## src/rtl/cga_intr_pkg.sv

```systemverilog
// cga_intr_pkg: shared types, IDENT field positions and IDENT packing helper
// for the CGA interrupt controller vector-acknowledge responder.
package cga_intr_pkg;

    typedef enum logic [2:0] {
        ST_IDLE,
        ST_SETTLE,
        ST_DRIVE,
        ST_CLEAR,
        ST_WAIT_REL
    } state_e;

    localparam int IDENT_LVL      = 15;
    localparam int IDENT_EMPTY    = 14;
    localparam int IDENT_UNSTABLE = 13;
    localparam int IDENT_STAT_LSB = 4;
    localparam int IDENT_VEC_LSB  = 0;

    function automatic logic [15:0] make_ident(
        input logic       lvl,
        input logic       flag,
        input logic       unstable,
        input logic [2:0] stat,
        input logic [2:0] vec
    );
        logic [15:0] w;
        w                          = '0;
        w[IDENT_LVL]               = lvl;
        w[IDENT_EMPTY]             = ~flag;
        w[IDENT_UNSTABLE]          = unstable;
        w[IDENT_STAT_LSB +: 3]     = stat;
        w[IDENT_VEC_LSB +: 3]      = vec;
        return w;
    endfunction

endpackage

```

## src/rtl/cga_intr_cntlr_vecack_snap.sv

```systemverilog
// cga_intr_cntlr_vecack_snap: level mux, snapshot registers and live/snapshot compare.
//   clk_i, rst_ni            clock, asynchronous active-low reset
//   cap_i                    load the snapshot from the live tuple
//   new_i                    with cap_i: also latch the level from sel_i
//   sel_i                    level select (1 = HI, 0 = LO)
//   hif_i/lof_i, hivec_i/lovec_i, histat_i/lostat_i   per-level inputs
//   lvl_o, flag_o, vec_o     snapshot level, flag, vector
//   live_flag_o/vec_o/stat_o live tuple of the selected level
//   match_o                  live tuple equals the snapshot
module cga_intr_cntlr_vecack_snap
    import cga_intr_pkg::*;
(
    input  logic       clk_i,
    input  logic       rst_ni,
    input  logic       cap_i,
    input  logic       new_i,
    input  logic       sel_i,
    input  logic       hif_i,
    input  logic       lof_i,
    input  logic [2:0] hivec_i,
    input  logic [2:0] lovec_i,
    input  logic [2:0] histat_i,
    input  logic [2:0] lostat_i,
    output logic       lvl_o,
    output logic       flag_o,
    output logic [2:0] vec_o,
    output logic       live_flag_o,
    output logic [2:0] live_vec_o,
    output logic [2:0] live_stat_o,
    output logic       match_o
);

    logic       lvl_q, lvl_d;
    logic       flag_q, flag_d;
    logic [2:0] vec_q, vec_d;
    logic [2:0] stat_q, stat_d;
    logic       lvl_sel;

    // On a fresh capture the level comes straight from SEL; afterwards the
    // latched level steers the mux so later SEL changes are ignored.
    assign lvl_sel     = new_i ? sel_i : lvl_q;
    assign live_flag_o = lvl_sel ? hif_i    : lof_i;
    assign live_vec_o  = lvl_sel ? hivec_i  : lovec_i;
    assign live_stat_o = lvl_sel ? histat_i : lostat_i;

    assign match_o = {live_flag_o, live_vec_o, live_stat_o} == {flag_q, vec_q, stat_q};

    always_comb begin
        lvl_d  = cap_i ? lvl_sel     : lvl_q;
        flag_d = cap_i ? live_flag_o : flag_q;
        vec_d  = cap_i ? live_vec_o  : vec_q;
        stat_d = cap_i ? live_stat_o : stat_q;
    end

    always_ff @(posedge clk_i or negedge rst_ni) begin
        if (!rst_ni) begin
            lvl_q  <= 1'b0;
            flag_q <= 1'b0;
            vec_q  <= 3'd0;
            stat_q <= 3'd0;
        end else begin
            lvl_q  <= lvl_d;
            flag_q <= flag_d;
            vec_q  <= vec_d;
            stat_q <= stat_d;
        end
    end

    assign lvl_o  = lvl_q;
    assign flag_o = flag_q;
    assign vec_o  = vec_q;

endmodule

```

## src/rtl/cga_intr_cntlr_vecack.sv

```systemverilog
// cga_intr_cntlr_vecack: interrupt vector acknowledge responder.
//   MCLK, RESET_N            clock, asynchronous active-low reset
//   REQ, SEL                 acknowledge request and level select from microcode
//   HIF/LOF, HIVEC_2_0/LOVEC_2_0, HISTAT_2_0/LOSTAT_2_0   per-level vector/status
//   ACK                      one-cycle pulse, IDENT_15_0 valid
//   IDENT_15_0               registered response word
//   CLR_HI, CLR_LO           one-cycle retire pulse for the acknowledged level
//   CLRVEC_2_0               vector being retired
module cga_intr_cntlr_vecack
    import cga_intr_pkg::*;
#(
    parameter int SETTLE_CYC = 2,
    parameter int MAX_RESNAP = 3
) (
    input  logic        MCLK,
    input  logic        RESET_N,
    input  logic        REQ,
    input  logic        SEL,
    input  logic        HIF,
    input  logic        LOF,
    input  logic [2:0]  HIVEC_2_0,
    input  logic [2:0]  LOVEC_2_0,
    input  logic [2:0]  HISTAT_2_0,
    input  logic [2:0]  LOSTAT_2_0,
    output logic        ACK,
    output logic [15:0] IDENT_15_0,
    output logic        CLR_HI,
    output logic        CLR_LO,
    output logic [2:0]  CLRVEC_2_0
);

    state_e      state_q, state_d;
    logic [3:0]  cnt_q, cnt_d;
    logic [2:0]  resnap_q, resnap_d;
    logic        unstable_q, unstable_d;
    logic [15:0] ident_q, ident_d;
    logic        ack_q, ack_d;
    logic        clr_hi_q, clr_hi_d;
    logic        clr_lo_q, clr_lo_d;
    logic [2:0]  clrvec_q, clrvec_d;
    logic        cap, new_lvl, match;
    logic        snap_lvl, snap_flag, live_flag;
    logic [2:0]  snap_vec, live_vec, live_stat;

    cga_intr_cntlr_vecack_snap u_snap (
        .clk_i       (MCLK),
        .rst_ni      (RESET_N),
        .cap_i       (cap),
        .new_i       (new_lvl),
        .sel_i       (SEL),
        .hif_i       (HIF),
        .lof_i       (LOF),
        .hivec_i     (HIVEC_2_0),
        .lovec_i     (LOVEC_2_0),
        .histat_i    (HISTAT_2_0),
        .lostat_i    (LOSTAT_2_0),
        .lvl_o       (snap_lvl),
        .flag_o      (snap_flag),
        .vec_o       (snap_vec),
        .live_flag_o (live_flag),
        .live_vec_o  (live_vec),
        .live_stat_o (live_stat),
        .match_o     (match)
    );

    always_comb begin
        state_d    = state_q;
        cnt_d      = cnt_q;
        resnap_d   = resnap_q;
        unstable_d = unstable_q;
        ident_d    = ident_q;
        cap        = 1'b0;
        new_lvl    = 1'b0;
        // ACK and CLR are registered from the state, so they lag DRIVE/CLEAR
        // by one edge and can never overlap.
        ack_d      = state_q == ST_DRIVE;
        clr_hi_d   = (state_q == ST_CLEAR) && snap_flag && snap_lvl;
        clr_lo_d   = (state_q == ST_CLEAR) && snap_flag && !snap_lvl;
        clrvec_d   = ((state_q == ST_CLEAR) && snap_flag) ? snap_vec : clrvec_q;
        case (state_q)
            ST_IDLE: begin
                if (REQ) begin
                    cap        = 1'b1;
                    new_lvl    = 1'b1;
                    cnt_d      = 4'(SETTLE_CYC);
                    resnap_d   = 3'd0;
                    unstable_d = 1'b0;
                    state_d    = ST_SETTLE;
                end
            end
            ST_SETTLE: begin
                if (!REQ) begin
                    state_d = ST_IDLE;
                end else if (!match) begin
                    cap = 1'b1;
                    if (resnap_q < 3'(MAX_RESNAP)) begin
                        cnt_d    = 4'(SETTLE_CYC);
                        resnap_d = resnap_q + 3'd1;
                    end else begin
                        // Out of retries: respond with the latest capture, marked unstable.
                        unstable_d = 1'b1;
                        ident_d    = make_ident(snap_lvl, live_flag, 1'b1, live_stat, live_vec);
                        state_d    = ST_DRIVE;
                    end
                end else if (cnt_q == 4'd1) begin
                    ident_d = make_ident(snap_lvl, live_flag, unstable_q, live_stat, live_vec);
                    state_d = ST_DRIVE;
                end else begin
                    cnt_d = cnt_q - 4'd1;
                end
            end
            ST_DRIVE:    state_d = ST_CLEAR;
            ST_CLEAR:    state_d = ST_WAIT_REL;
            ST_WAIT_REL: state_d = REQ ? ST_WAIT_REL : ST_IDLE;
            default:     state_d = ST_IDLE;
        endcase
    end

    always_ff @(posedge MCLK or negedge RESET_N) begin
        if (!RESET_N) begin
            state_q    <= ST_IDLE;
            cnt_q      <= 4'd0;
            resnap_q   <= 3'd0;
            unstable_q <= 1'b0;
            ident_q    <= 16'h0000;
            ack_q      <= 1'b0;
            clr_hi_q   <= 1'b0;
            clr_lo_q   <= 1'b0;
            clrvec_q   <= 3'd0;
        end else begin
            state_q    <= state_d;
            cnt_q      <= cnt_d;
            resnap_q   <= resnap_d;
            unstable_q <= unstable_d;
            ident_q    <= ident_d;
            ack_q      <= ack_d;
            clr_hi_q   <= clr_hi_d;
            clr_lo_q   <= clr_lo_d;
            clrvec_q   <= clrvec_d;
        end
    end

    assign ACK        = ack_q;
    assign IDENT_15_0 = ident_q;
    assign CLR_HI     = clr_hi_q;
    assign CLR_LO     = clr_lo_q;
    assign CLRVEC_2_0 = clrvec_q;

endmodule

```

## config.mk

```make
export PLATFORM = sky130hd
export DESIGN_NAME = cga_intr_cntlr_vecack
export DESIGN_NICKNAME = d
export VERILOG_FILES = /design/src/rtl/cga_intr_pkg.sv /design/src/rtl/cga_intr_cntlr_vecack_snap.sv /design/src/rtl/cga_intr_cntlr_vecack.sv
export SDC_FILE = /design/constraint.sdc
export NUM_CORES = 1
export LEC_CHECK = 0
export ABC_AREA = 1
export CAP_MARGIN = 5
export CORE_UTILIZATION = 47
export DETAILED_ROUTE_END_ITERATION = 10
export PLACE_DENSITY = 0.74
export SLEW_MARGIN = 20
export SYNTH_ARGS = -nofsm -noshare
export SYNTH_HDL_FRONTEND = slang
export SYNTH_HIERARCHICAL = 1
export SYNTH_SLANG_ARGS = --single-unit
```

## constraint.sdc

```tcl
create_clock -name MCLK -period 6.68 [get_ports MCLK]
set_input_delay 1.002 -clock MCLK [delete_from_list [all_inputs] [get_ports MCLK]]
set_output_delay 1.002 -clock MCLK [all_outputs]
set_load 0.01 [all_outputs]
```

==> After elaboration in Yosys (flattened, before gate mapping) <==
Index checks and enable logic that the tools add are counted.
{ "classes": {"add_sub_neg": 2, "n_mul": 0, "n_div": 0, "n_lt_le_gt_ge": 1, "n_eq_ne": 17, "shifts": 0, "n_mux": 35, "n_bitwise": 1, "reduce_logical": 11} }
{ "ops": {"columns": ["cell", "n"], "rows": [
  ["two-way mux 16 bit", 3],
  ["two-way mux 3 bit", 12],
  ["two-way mux 4 bit", 5],
  ["case mux 3 bit (5 select lines)", 1],
  ["AND reduction 5 bit", 3],
  ["inequality test 2 bit, second input constant", 6],
  ["two-way mux 1 bit", 10],
  ["inequality test 4 bit, second input constant", 2],
  ["case mux 4 bit (2 select lines)", 1],
  ["== test 7 bit", 1],
  ["== test 3 x 2 -> 1 bit, second input constant", 2],
  ["inequality test 3 bit, second input constant", 2],
  ["case mux 3 bit (2 select lines)", 1],
  ["== test 4 x 1 -> 1 bit, second input constant", 1],
  ["case mux 1 bit (2 select lines)", 2],
  ["AND reduction 4 bit", 1],
  ["subtractor 4 x 1 -> 4 bit, second input constant", 1],
  ["adder 3 x 1 -> 3 bit, second input constant", 1],
  ["== test 3 x 1 -> 1 bit, second input constant", 1],
  ["== test 3 bit, second input constant", 1],
  ["logical AND 1 bit", 3],
  ["logical NOT 3 bit", 1],
  ["less-than comparator 3 x 2 -> 1 bit, second input constant", 1],
  ["AND reduction 3 bit", 1],
  ["other kinds (4)", 4]
]} }
{ "word_totals": {"regBits": 41, "latch_bits": 0, "ramBits": 0, "rom_bits": 0, "input_bits": 18, "output_inout_bits": 22, "elab_cells": 80, "mem_count": 0} }

==> Longest topological paths before layout <==
{ "depth": {"depth_word": 8, "mapped_depth": 21, "depth_no_buf": 20} }

==> By module <==
The synthesis kept the hierarchy.
{ "by_module_without_submodules": {"columns": ["mod", "instances", "cells_per_inst", "area_each_um2", "seq_area_each_um2"], "rows": [
  ["cga_intr_cntlr_vecack", 1, 154, 1312.5, 650.6],
  ["cga_intr_cntlr_vecack_snap", 1, 112, 658.1, 200.2]
]} }

==> Worst setup path before layout <==
OpenSTA, ideal clock, no wires.
{ "synth_timing": {"path_kind": "in2reg", "startpoint": "input REQ", "endpoint": "register u_snap.stat_q[1]", "setup_time_ns": 0.131, "t_arrival_ns": 3.045, "required_time_ns": 6.549, "slack_ns": 3.504, "cell_stages": 19, "path_buffers": 2, "cell_sequence": "inv_1 > nor3_4 > inv_2 > nor2_1 > inv_1 > nand2_4 > nand2_4 > buf_6 > nand2_1 > nand3_1 > nand2_1 > nand3_1 > nor2_1 > inv_1 > nor2_1 > nor2_2 > clkbuf_1 > nand2_1 > o21ai_0"} }
{ "synth_via": {"elab_chain_len": 8, "word_cells_on_any_way": 10, "cone_classes": "eq/ne: 1; mux: 9"} }
{ "synth_rtl": {"columns": ["item", "line", "rtl"], "rows": [
  ["from (decl)", "cga_intr_cntlr_vecack.sv:17", "input logic REQ,"],
  ["two-way mux 1 bit *", "cga_intr_cntlr_vecack.sv:82", "if (REQ) begin"],
  ["two-way mux 1 bit *", "cga_intr_cntlr_vecack.sv:80", "case (state_q)"],
  ["via new_lvl", "cga_intr_cntlr_vecack.sv:41", "logic cap, new_lvl, match;"],
  ["two-way mux 1 bit *", "cga_intr_cntlr_vecack_snap.sv:41", "assign lvl_sel = new_i ? sel_i : lvl_q;"],
  ["two-way mux 3 bit, or another cell as far along", "cga_intr_cntlr_vecack_snap.sv:44", "assign live_stat_o = lvl_sel ? histat_i : lostat_i;"],
  ["== test 7 bit *", "cga_intr_cntlr_vecack_snap.sv:46", "assign match_o = {live_flag_o, live_vec_o, live_stat_o} == {flag_q, vec_q, stat_q};"],
  ["via match", "cga_intr_cntlr_vecack.sv:41", null],
  ["two-way mux 1 bit *", "cga_intr_cntlr_vecack.sv:94", "end else if (!match) begin"],
  ["two-way mux 1 bit *", "cga_intr_cntlr_vecack.sv:92", "if (!REQ) begin"],
  ["case mux 1 bit (2 select lines) *", "cga_intr_cntlr_vecack.sv:80", null],
  ["via cap", "cga_intr_cntlr_vecack.sv:41", null],
  ["to (signal assigned)", "cga_intr_cntlr_vecack_snap.sv:65", "stat_q <= stat_d;"],
  ["to (decl)", "cga_intr_cntlr_vecack_snap.sv:36", "logic [2:0] stat_q, stat_d;"]
]} }
The timed path passes the listed nets; every way through them passes the cells marked *.
A chain may end at the register's enable or synchronous reset.

==> Worst setup path in the final report <==
{ "layout_timing": {"startpoint": "input REQ", "endpoint": "register ident_q[15], in the netlist IDENT_15_0[15]"} }
{ "layout_via": {"elab_chain_len": 7, "word_cells_on_any_way": 11, "cone_classes": "eq/ne: 3; mux: 7; reduce/logical: 1"} }
{ "layout_rtl": {"columns": ["item", "line", "rtl"], "rows": [
  ["two-way mux 1 bit *", "cga_intr_cntlr_vecack.sv:82", null],
  ["two-way mux 1 bit *", "cga_intr_cntlr_vecack.sv:80", null],
  ["via new_lvl", "cga_intr_cntlr_vecack.sv:41", null],
  ["two-way mux 1 bit *", "cga_intr_cntlr_vecack_snap.sv:41", null],
  ["two-way mux 3 bit *", "cga_intr_cntlr_vecack_snap.sv:43", "assign live_vec_o = lvl_sel ? hivec_i : lovec_i;"],
  ["via live_vec[2]", "cga_intr_cntlr_vecack.sv:43", "logic [2:0] snap_vec, live_vec, live_stat;"],
  ["== test 7 bit *", "cga_intr_cntlr_vecack_snap.sv:46", null],
  ["via match", "cga_intr_cntlr_vecack.sv:41", null],
  ["inequality test 2 x 1 -> 1 bit (no source line) or inequality test 2 bit (tied branches)", null, null],
  ["AND reduction 4 bit (no source line)", null, null],
  ["to (signal assigned)", "cga_intr_cntlr_vecack.sv:135", "ident_q <= ident_d;"],
  ["to (decl)", "cga_intr_cntlr_vecack.sv:36", "logic [15:0] ident_q, ident_d;"]
]} }
Marks and branches as above.

==> flow_summary.yaml <==
cts:
  clk_path_buf_depth: 2
  cts_resized: 0
  clockRootBuffer: "clkbuf_8"
  post-cts-setup-buffers: 0
  worstSkewPairLatency_ns: 0.28
  cts_tree: "built"
  hold_buffers: 0
  cts_sinks: 34
  htree_levels: 2
  cts_made_buffers: 5
  clk_pin_slew_ns: 0.06
yosys:
  async_flop_share: 1.00
  synth_flop_cell: "dfrtp_1"
  ys_ff_latch: 34
  yosysSeqAreaShare: 0.432
  ys_types: 29
  yosysWarnings: 6
  syn_area_per_cell_um2: 7.41
  syn_inst: 266
  synth_area_um2: 1970
  synth_edf_count: 0
power:
  peakVddDrop_mv: 0.167
  power_density_nw_per_um2: 394
  finalPower_uw: 941
  p_leak_nw: 1.27
detailed_routing:
  drt_iter0_markers: 119
  ant_nets: 0
  routed_wl_um: 4290
  route.detailed.wl_per_inst_um: 12.2
  vias: 1764
  viasPerCell: 5.01
  drc: 0
  first_pass_iters: 4
placed_design:
  post-dp-hpwl_um: 3370
  post_dp_cell_area_um2: 2310
  gp_congestion: 1.01
  io_buffers: 32
  dp_cells: 345
floorplanning:
  initial_core_util: 0.493
  die_x_um: 66.8
  io_pins: 40
  die_y_um: 66.8
  dieArea_um2: 4460
  rows: 23
  core_um2: 4000
cells_and_area:
  syn2layout_area_growth_pct: 21.3
  fillers: 365
  fin_cells: 352
  drive_gt1_frac: 0.0795
  fin_nets: 323
  final_util: 0.597
  postLayoutCellArea_um2: 2390
  insertedDiodeCount: 0
grt:
  grt_pass1_wl_um: 7260
  grt_max_degree: 35
  antenna_found_initial: 0
  grt_overflow: 0
  grt_usage: 0.222
  grt_pass1_vias: 1602
worst_setup_path:
  path_common_cell: "nand2_1"
  critical_path.endpoint_type: "flip-flop"
  worst-r2r-setup-slack_ns: 3.64
  cp_max_fo: 12
  r2r-end: "IDENT_15_0[15]"
  start_kind: "input pin"
  required_ns: 6.84
  worstReg2RegStart: "state_q[2]"
  path_depth: 20
  crit_type: "in -> reg"
  crit_chain: "clkdlybuf4s50_1, inv_1, nor3_4, inv_2, nor2_1, nand2_2, nand2_4, nand2_1, nand2_1, nand2_1, nand2_1, nand3_1, nor2_1, inv_1, nand3b_1, nand2_2, inv_4, nand3_4, nand2_1, nand2_1"
  arrival_ns: 4.33
  slowest_delay_ns: 0.75
  cpMaxStageDelayCell: "clkdlybuf4s50_1"
  r2r_cells: 18
  path_buf_inv: 5
  cp_top_family: "simple AND/OR/NAND/NOR gates"
flow_run:
  maxCapViolations: 0
timing:
  fmax_mhz: 240
  slew_viol_final: 0
  rsz0062_at_grt: "false"
  period_share: 0.624
  relSlewSlack: 0.592
  worstMarginPinSlew_ns: 0.611
  hold_violations: 0
  setup_viol: 0
  finalSetupTns_ns: 0
  skew_ns: 0.00357
  min_period_ns: 4.17
hold_path:
  hp-start: "IDENT_15_0[2]"
  hp-class: "reg -> reg"
  holdPathStages: 2
  min_to: "IDENT_15_0[2]"
status:
  status: "complete, no violations"
layout by cell type (no fill, tap or decap), drive strengths merged, types with 5 or more instances in the layout:
master and n:
clkdlybuf4s50 32, conb 7, clkbuf 5, nand4 10, inv 39, nor2 13, dfrtp 34, nand3 39
nand2 94, o21ai 11
worst max-delay path by stage:
| stage | slack, ns | end | startpoint |
|---|---|---|---|
| 6_report | 2.51 | IDENT_15_0[15] | REQ |
| 4_1_cts | 2.56 | IDENT_15_0[1] | REQ |
| 2_1_floorplan | 3.50 | u_snap/stat_q[1] | REQ |
| 3_3_place_gp | 2.42 | IDENT_15_0[5] | REQ |
| 5_1_grt | 2.14 | IDENT_15_0[15] | REQ |
| 3_5_place_dp | 2.29 | IDENT_15_0[14] | REQ |
metrics by stage:
stage | hold WS (ns) | setup WS, ns
after floorplan | 0.434 | 3.50
after detailed placement | 0.458 | 2.29
after global placement | 0.455 | 2.42
after global routing | 0.499 | 2.14
after CTS | 0.474 | 2.56
final | 0.469 | 2.51
Yosys cell counts (all sizes together) (2+ instances only):
| master | n | area share |
|---|---|---|
| ha | 3 | 0.019 |
| nand3b | 2 | 0.0076 |
| dfrtp | 34 | 0.43 |
| nand4 | 10 | 0.032 |
| xor2 | 2 | 0.0089 |
| inv | 39 | 0.076 |
| nand3 | 39 | 0.11 |
| nand2 | 94 | 0.19 |
| nor3 | 3 | 0.016 |
| buf | 9 | 0.035 |
| a21oi | 3 | 0.0076 |
| nor2 | 13 | 0.030 |
| o21ai | 11 | 0.028 |
metal layers:
layer	routed length (um)	part of all wire	GRT usage	vias to the layer above
met5	0	0	0	-
met4	110	0.026	0.0878	0
met3	183	0.043	0.0479	8
met2	2010	0.47	0.351	59
met1	1980	0.46	0.293	797
li1	-	-	-	900
report_power, final:
part           switching [mW]  internal [mW]  leakage [nW]
Combinational           0.280          0.182         0.783
Clock                  0.0690         0.0698        0.0438
Sequential             0.0610          0.280         0.440
area by class of cell:
type,count,area [um2],area share
multi-input cells,189,921,0.385
flip-flops and latches,34,851,0.356
repair buffers,33,328,0.137
inverters,39,149,0.0623
clock buffers,5,68.8,0.0288
well taps,50,62.6,0.0262
clock inverters,2,10.0,0.00419
kinds of logic after synthesis:
family                     count (synthesis)  share of synthesized area
AOI/OAI and AO/OA                         15                     0.0394
DFF                                       34                      0.432
buffers and inverters                     49                      0.112
adders and majority gates                  3                     0.0190
other                                      1                    0.00190
and+or+nand+nor                          162                      0.387
xor gates and xnor gates                   2                    0.00889
sequential cells by signal, indices dropped and copies added, names as in the netlist:
name           flops
ACK                1
CLRVEC_2_0         3
CLR_HI             1
CLR_LO             1
IDENT_15_0         9
cnt_q              4
resnap_q           3
state_q            3
u_snap/flag_o      1
u_snap/lvl_o       1
u_snap/stat_q      3
u_snap/vec_o       3
unstable_q         1
worst min-delay path, stage by stage (launching register included):
cell and delay, ns:
dfrtp_1 0.34, nand2_1 0.05, nand2_1 0.04
(Power assumes the default switching activity.)
